### src/rtl/fft_pkg.sv
// Shared definitions for the FFT write-back path.
//   wb_state_t : write-back pass FSM states
//   cword_t    : 32-bit complex word, {real[31:16], imag[15:0]}
//   LANES / WORD_W / BUS_W : lane count and widths of a packed memory word
//   CNT_W      : width of the group count and stride fields
//   halve_word : per-half arithmetic shift right by one
package fft_pkg;

    localparam int unsigned LANES  = 4;
    localparam int unsigned WORD_W = 32;
    localparam int unsigned BUS_W  = LANES * WORD_W;
    localparam int unsigned CNT_W  = 10;

    typedef logic [WORD_W-1:0] cword_t;

    typedef enum logic [1:0] {
        ST_IDLE  = 2'd0,
        ST_RUN   = 2'd1,
        ST_DRAIN = 2'd2,
        ST_DONE  = 2'd3
    } wb_state_t;

    // Real and imaginary halves are shifted independently, each sign-extended.
    function automatic cword_t halve_word(input cword_t w);
        return {w[31], w[31:17], w[15], w[15:1]};
    endfunction

endpackage

### src/rtl/fft_wb_fifo.sv
// Small synchronous FIFO holding packed write pairs.
//   i_CLK, i_RST_N : clock, asynchronous active-low reset
//   i_PUSH, i_PUSH_DATA : write side (ignored when full)
//   i_POP               : read side (ignored when empty)
//   o_POP_DATA          : head entry, valid while o_EMPTY is low
//   o_FULL, o_EMPTY     : occupancy flags, both registered-derived
// DEPTH must be a power of two (pointers wrap naturally).
module fft_wb_fifo #(
    parameter int unsigned DEPTH = 2,
    parameter int unsigned WIDTH = 8
) (
    input  logic             i_CLK,
    input  logic             i_RST_N,
    input  logic             i_PUSH,
    input  logic [WIDTH-1:0] i_PUSH_DATA,
    input  logic             i_POP,
    output logic [WIDTH-1:0] o_POP_DATA,
    output logic             o_FULL,
    output logic             o_EMPTY
);

    localparam int unsigned PTR_W = (DEPTH > 1) ? $clog2(DEPTH) : 1;
    localparam logic [PTR_W:0] FULL_CNT = (PTR_W + 1)'(DEPTH);

    logic [WIDTH-1:0] mem [DEPTH];
    logic [PTR_W-1:0] wr_ptr_q;
    logic [PTR_W-1:0] rd_ptr_q;
    logic [PTR_W:0]   count_q;
    logic             do_push;
    logic             do_pop;

    assign o_FULL     = (count_q == FULL_CNT);
    assign o_EMPTY    = (count_q == '0);
    assign do_push    = i_PUSH & ~o_FULL;
    assign do_pop     = i_POP & ~o_EMPTY;
    assign o_POP_DATA = mem[rd_ptr_q];

    // Storage needs no reset: the head is only observed while not empty.
    always_ff @(posedge i_CLK) begin
        if (do_push) begin
            mem[wr_ptr_q] <= i_PUSH_DATA;
        end
    end

    always_ff @(posedge i_CLK or negedge i_RST_N) begin
        if (!i_RST_N) begin
            wr_ptr_q <= '0;
            rd_ptr_q <= '0;
            count_q  <= '0;
        end else begin
            if (do_push) wr_ptr_q <= wr_ptr_q + PTR_W'(1);
            if (do_pop)  rd_ptr_q <= rd_ptr_q + PTR_W'(1);
            case ({do_push, do_pop})
                2'b10:   count_q <= count_q + (PTR_W + 1)'(1);
                2'b01:   count_q <= count_q - (PTR_W + 1)'(1);
                default: count_q <= count_q;
            endcase
        end
    end

endmodule

### src/rtl/fft_writeback_pack.sv
// Packs four butterfly results (top/bottom) into two 128-bit memory words
// according to the stage stride and streams them out through a FIFO.
//   i_CLK, i_RST_N          : clock, asynchronous active-low reset
//   i_START, i_NUM_GROUPS   : begin a pass of NUM_GROUPS butterfly groups
//   i_STRIDE                : stage stride, selects the lane arrangement
//   i_BF_VALID / o_BF_READY : butterfly-result handshake
//   i_BF_TOP0..3, i_BF_BOT0..3, i_ADDR1, i_ADDR2 : group payload
//   o_WR_VALID / i_WR_READY : dual-bank write handshake
//   o_WR_ADDR1/2, o_WR_DATA1/2 : write payload, lane n = bits [32n+31:32n]
//   o_BUSY, o_DONE          : pass in progress, one-cycle completion pulse
// Optional: FFT_WB_SCALE_EN adds i_SCALE, halving every 16-bit half on accept.
module fft_writeback_pack
    import fft_pkg::*;
#(
    parameter int unsigned FIFO_DEPTH = 2,
    parameter int unsigned ADDR_W     = 10
) (
    input  logic              i_CLK,
    input  logic              i_RST_N,
    input  logic              i_START,
    input  logic [CNT_W-1:0]  i_NUM_GROUPS,
    input  logic [CNT_W-1:0]  i_STRIDE,
`ifdef FFT_WB_SCALE_EN
    input  logic              i_SCALE,
`endif
    input  logic              i_BF_VALID,
    output logic              o_BF_READY,
    input  logic [31:0]       i_BF_TOP0,
    input  logic [31:0]       i_BF_TOP1,
    input  logic [31:0]       i_BF_TOP2,
    input  logic [31:0]       i_BF_TOP3,
    input  logic [31:0]       i_BF_BOT0,
    input  logic [31:0]       i_BF_BOT1,
    input  logic [31:0]       i_BF_BOT2,
    input  logic [31:0]       i_BF_BOT3,
    input  logic [ADDR_W-1:0] i_ADDR1,
    input  logic [ADDR_W-1:0] i_ADDR2,
    output logic              o_WR_VALID,
    input  logic              i_WR_READY,
    output logic [ADDR_W-1:0] o_WR_ADDR1,
    output logic [ADDR_W-1:0] o_WR_ADDR2,
    output logic [BUS_W-1:0]  o_WR_DATA1,
    output logic [BUS_W-1:0]  o_WR_DATA2,
    output logic              o_BUSY,
    output logic              o_DONE
);

    localparam int unsigned ENTRY_W = 2 * ADDR_W + 2 * BUS_W;

    wb_state_t          state_q;
    logic [CNT_W-1:0]   num_groups_q;
    logic [CNT_W-1:0]   grp_cnt_q;
    logic               busy_q;
    logic               done_q;

    logic               scale;
    cword_t             top_raw [LANES];
    cword_t             bot_raw [LANES];
    cword_t             top_w   [LANES];
    cword_t             bot_w   [LANES];
    logic [BUS_W-1:0]   pack_d1;
    logic [BUS_W-1:0]   pack_d2;

    logic               accept;
    logic               fifo_full;
    logic               fifo_empty;
    logic [ENTRY_W-1:0] fifo_head;
    logic [ENTRY_W-1:0] wr_bus;

`ifdef FFT_WB_SCALE_EN
    assign scale = i_SCALE;
`else
    assign scale = 1'b0;
`endif

    assign top_raw[0] = i_BF_TOP0;
    assign top_raw[1] = i_BF_TOP1;
    assign top_raw[2] = i_BF_TOP2;
    assign top_raw[3] = i_BF_TOP3;
    assign bot_raw[0] = i_BF_BOT0;
    assign bot_raw[1] = i_BF_BOT1;
    assign bot_raw[2] = i_BF_BOT2;
    assign bot_raw[3] = i_BF_BOT3;

    always_comb begin
        for (int unsigned k = 0; k < LANES; k++) begin
            top_w[k] = scale ? halve_word(top_raw[k]) : top_raw[k];
            bot_w[k] = scale ? halve_word(bot_raw[k]) : bot_raw[k];
        end
    end

    // Lane arrangement follows the stride so that each memory word holds
    // the points that land in the same row for the next stage.
    always_comb begin
        pack_d1 = '0;
        pack_d2 = '0;
        if (i_STRIDE > CNT_W'(2)) begin
            pack_d1 = {top_w[3], top_w[2], top_w[1], top_w[0]};
            pack_d2 = {bot_w[3], bot_w[2], bot_w[1], bot_w[0]};
        end else if (i_STRIDE == CNT_W'(2)) begin
            pack_d1 = {bot_w[1], bot_w[0], top_w[1], top_w[0]};
            pack_d2 = {bot_w[3], bot_w[2], top_w[3], top_w[2]};
        end else begin
            pack_d1 = {bot_w[1], top_w[1], bot_w[0], top_w[0]};
            pack_d2 = {bot_w[3], top_w[3], bot_w[2], top_w[2]};
        end
    end

    // Ready also drops once the requested group count is reached, so the
    // cycle spent in RUN before moving to DRAIN cannot take an extra group.
    assign o_BF_READY = (state_q == ST_RUN) & ~fifo_full & (grp_cnt_q != num_groups_q);
    assign accept     = i_BF_VALID & o_BF_READY;

    fft_wb_fifo #(
        .DEPTH (FIFO_DEPTH),
        .WIDTH (ENTRY_W)
    ) u_fifo (
        .i_CLK       (i_CLK),
        .i_RST_N     (i_RST_N),
        .i_PUSH      (accept),
        .i_PUSH_DATA ({i_ADDR1, i_ADDR2, pack_d1, pack_d2}),
        .i_POP       (o_WR_VALID & i_WR_READY),
        .o_POP_DATA  (fifo_head),
        .o_FULL      (fifo_full),
        .o_EMPTY     (fifo_empty)
    );

    // Payload is forced to zero while nothing is queued.
    assign o_WR_VALID = ~fifo_empty;
    assign wr_bus     = fifo_empty ? '0 : fifo_head;
    assign {o_WR_ADDR1, o_WR_ADDR2, o_WR_DATA1, o_WR_DATA2} = wr_bus;

    always_ff @(posedge i_CLK or negedge i_RST_N) begin
        if (!i_RST_N) begin
            state_q      <= ST_IDLE;
            num_groups_q <= '0;
            grp_cnt_q    <= '0;
            busy_q       <= 1'b0;
            done_q       <= 1'b0;
        end else begin
            if (accept) grp_cnt_q <= grp_cnt_q + CNT_W'(1);
            case (state_q)
                ST_IDLE: begin
                    if (i_START) begin
                        num_groups_q <= i_NUM_GROUPS;
                        grp_cnt_q    <= '0;
                        busy_q       <= 1'b1;
                        state_q      <= ST_RUN;
                    end
                end
                ST_RUN: begin
                    if (grp_cnt_q == num_groups_q) state_q <= ST_DRAIN;
                end
                ST_DRAIN: begin
                    if (fifo_empty) begin
                        busy_q  <= 1'b0;
                        done_q  <= 1'b1;
                        state_q <= ST_DONE;
                    end
                end
                ST_DONE: begin
                    done_q  <= 1'b0;
                    state_q <= ST_IDLE;
                end
                default: state_q <= ST_IDLE;
            endcase
        end
    end

    assign o_BUSY = busy_q;
    assign o_DONE = done_q;

endmodule

### config.mk
export PLATFORM = sky130hd
export DESIGN_NAME = fft_writeback_pack
export DESIGN_NICKNAME = d
export VERILOG_FILES = /design/src/rtl/fft_pkg.sv /design/src/rtl/fft_wb_fifo.sv /design/src/rtl/fft_writeback_pack.sv
export SDC_FILE = /design/constraint.sdc
export NUM_CORES = 1
export LEC_CHECK = 0
export CAP_MARGIN = 30
export CORE_MARGIN = 4
export CORE_UTILIZATION = 55
export DETAILED_ROUTE_END_ITERATION = 8
export PLACE_DENSITY = 0.86
export SLEW_MARGIN = 20
export SYNTH_ARGS = -nofsm -noshare
export SYNTH_HDL_FRONTEND = slang
export SYNTH_SLANG_ARGS = --single-unit
export TNS_END_PERCENT = 10
### constraint.sdc
create_clock -name i_CLK -period 37.4 [get_ports i_CLK]
set_clock_uncertainty 0.05 [all_clocks]
set_input_delay 5.61 -clock i_CLK [delete_from_list [all_inputs] [get_ports i_CLK]]
set_output_delay 5.61 -clock i_CLK [all_outputs]
set_load 0.1 [all_outputs]
==> impl_metrics.py <==
metrics = {
    "critical_path": {
        "timing.critical_path.from": "u_fifo.rd_ptr_q",
        "crit_path_end_kind": "output port",
        "path_class": "register to output port",
        "r2r_end": "u_fifo.mem[0][42]",
        "worst-r2r-setup-slack_ps": 33560,
        "timing.rr.start": "u_fifo.count_q[1]",
        "cp-start-kind": "register",
        "depth_of_the_worst_register_to_register_path": 7,
        "cp.required_ps": 31740,
        "timing.critical_path.fanout_max": 54,
        "critical_path_arrival_ps": 4780,
    },
    "die": {
        "fp.coreArea_mm2": 0.0457,
        "die_width_um": 224,
        "core.rowCount": 78,
        "fp.dieArea_mm2": 0.0501,
        "starting_utilization_of_the_core_area_pct": 56.1,
        "chipHeight_um": 224,
        "io-pin-count": 581,
    },
    "clocking": {
        "clockBufferDepth": 3,
        "clock_pin_slew_of_the_registers_on_the_worst_case_setup_and_hold_paths_ps": 60,
        "h-tree-depth": 2,
        "cts_made_buffers": 57,
        "post_cts_buffers": 0,
        "numClockSinks": 580,
        "clockRootBuffer": "clkbuf_16",
        "ctsResizeCount": 0,
        "postCtsHoldBufs": 0,
        "tritoncts_clock_tree": "done",
        "clk-insertion-delay-late_ps": 600,
    },
    "worst_hold_path": {
        "min_path_type": "register to register",
        "hold_path_startpoint": "num_groups_q[2]",
        "hold_path_end": "num_groups_q[2]",
        "hold_depth": 2,
    },
    "logic_synthesis": {
        "synth_async_sr_flop_share_pct": 4.83,
        "synthFlopType": "edfxtp_1",
        "synth_area_per_cell_um2": 13.4,
        "synth.net_count": 2218,
        "synth.lib_cells_used.distinct": 39,
        "netlist_area_pre_place_mm2": 0.0256,
        "seq_area_frac_synth_pct": 67.4,
        "postSynthCellCount": 1910,
        "ys.warnings.count": 0,
        "yosys_register_bits": 580,
        "synth-edff-count": 552,
    },
    "routing": {
        "route.detailed.wl_per_inst_um": 25.4,
        "post-route-drc-count": 0,
        "via_count": 18900,
        "wire_length_after_detailed_routing_um": 79900,
        "dr.first_iter.drc_count": 2039,
        "detail_route.vias_per_cell": 5.99,
        "antenna_left": 0,
        "first_pass_iters": 6,
    },
    "job": {
        "max-cap-violations": 0,
    },
    "sta": {
        "setup-tns-final_ps": 0,
        "fmax_ghz": 0.0958,
        "timing.final.max_slew_violations": 0,
        "setup_viol": 0,
        "final.period_utilization_pct": 27.9,
        "grt_setup_unrepaired": "no",
        "final_critical_delay_including_setup_and_external_delays_ps": 10440,
        "timing.max_slew.rel_slack_pct": 28.5,
        "finalHoldViolCount": 0,
        "tightestPinTransition_ps": 1070,
    },
    "placed_design": {
        "dpl.hpwl_um": 52300,
        "io_buffers": 580,
        "globalplace.congestion": 0.949,
    },
    "global_routing": {
        "grt_max_degree": 217,
        "use_met2_pct": 50.7,
        "globalRoute.busiestLayer": "met2",
        "grt_use_met1_pct": 37.5,
        "first_global_vias": 19400,
        "antenna_violations_before_repair": 25,
        "globalRouteTotalUtil_pct": 30.5,
        "overflow": 0,
        "grt_first_pass_wirelength_um": 118000,
        "global_route.usage.met3_pct": 7.56,
    },
    "final_layout": {
        "final_layout_size_suffix_gt1_share_pct": 9.15,
        "nNetsFinal": 2785,
        "area_growth_pct": 35.4,
    },
    "status": {
        "outcome": "completed",
    },
}
layout make-up:
| type | instances | area, um^2 |
|---|---|---|
| fill | 2664 | 11000 |
| multi-input combinational | 1194 | 7740 |
| tap | 600 | 751 |
| timing repair buffer | 636 | 6940 |
| clock inverter | 37 | 375 |
| sequential | 580 | 17300 |
| clock buffer | 69 | 1500 |
| inverter | 8 | 30.0 |
| antenna | 24 | 60.1 |
through the flow:
step / setup WS, ps / std cells / utilization [%] / hold WS (ps) / cell area [um^2]
CTS: 26910 / 3120 / 75.6 / 456 / 34500
floorplan: 18560 / 1910 / - / 406 / 25600
global placement: 27450 / 2983 / 69.6 / 431 / 31800
global route: 26750 / 3145 / 75.9 / 487 / 34700
finish: 26960 / 3148 / 75.9 / 454 / 34700
detailed placement: 27580 / 3014 / 71.4 / 432 / 32600
state kept, by name, indices dropped and copies added, names as in the netlist:
register	flops
u_fifo.mem	552
grp_cnt_q	10
num_groups_q	10
state_q	2
u_fifo.count_q	2
o_BUSY	1
o_DONE	1
u_fifo.rd_ptr_q	1
u_fifo.wr_ptr_q	1
cell usage after synthesis (2+ instances only):
master	n	area (um^2)
nand4_1	5	31.3
a21oi_1	73	365
inv_1	8	30.0
edfxtp_1	552	16600
clkbuf_1	59	221
buf_6	7	78.8
nor2_1	282	1060
xor2_1	4	35.0
buf_2	55	275
xnor2_1	11	96.3
and2_1	3	18.8
nor2b_1	3	18.8
nand2b_1	65	407
mux2_2	65	732
nand2_1	229	860
mux2i_1	278	2780
o21ai_0	8	40.0
ha_1	7	87.6
and3_1	2	12.5
o22ai_1	64	400
or4_1	5	37.5
or3_1	5	31.3
nand3_1	4	20.0
buf_1	4	15.0
buf_4	3	22.5
o31ai_1	58	435
and4_1	2	17.5
o31ai_2	10	125
dfrtp_1	28	701
o211ai_1	2	15.0
worst max-delay path by stage:
stage | end | depth (start not counted)
after CTS | o_WR_DATA2[33] | 6
after global placement | o_WR_DATA1[121] | 5
final | o_WR_DATA1[121] | 6
after global routing | o_WR_DATA1[59] | 6
after detailed placement | o_WR_DATA2[36] | 6
after floorplan | u_fifo.mem[0][0] | 5
per-layer routing:
| layer | share of wire [%] | wire length [um] |
|---|---|---|
| met5 | 0.029 | 23 |
| met4 | 5.3 | 4260 |
| met2 | 50 | 39700 |
| met3 | 9.6 | 7640 |
| met1 | 35 | 28200 |
worst max-delay path: stages, from the launching register on:
cell and delay, ps:
dfrtp_4 1030, buf_4 550, buf_16 330, buf_4 640, mux2i_1 170, nor2_1 150
clkdlybuf4s50_1 1200
logic make-up after synthesis:
logic type      count (synthesis)  synth area share, %
fa+ha+maj                       7                0.342
mux                           343                 13.7
xor+xnor                       15                0.513
simple gates                  612                 10.0
buf+inv                       136                 2.51
flops                         580                 67.4
compound gates                217                 5.46
layout by cell type, fill, tap and decap left out, types with 2 or more instances in the layout:
cell type	n
mux2i_1	278
dfrtp_1	27
mux2_2	65
ha_1	7
nor2_4	5
buf_16	34
clkdlybuf4s50_1	578
buf_12	3
nor2_1	278
clkbuf_8	3
nand2_1	229
or4_1	5
and3_1	2
o21ai_0	8
inv_1	8
o211ai_1	2
clkinv_4	2
and4_1	2
a21oi_1	73
xnor2_1	11
or3_1	4
bufinv_16	7
clkbuf_16	57
diode_2	24
clkbuf_1	9
clkinvlp_4	4
o31ai_1	58
xor2_1	4
o31ai_2	10
buf_4	20
nand2b_1	65
inv_6	3
and2_1	3
nand4_1	5
clkinv_1	11
o22ai_1	64
nor2b_1	3
nand3_1	4
clkinv_2	10
edfxtp_1	552
Power is not shown: default switching activity piles up to over one toggle a cycle in this logic, so the estimate is an artifact.
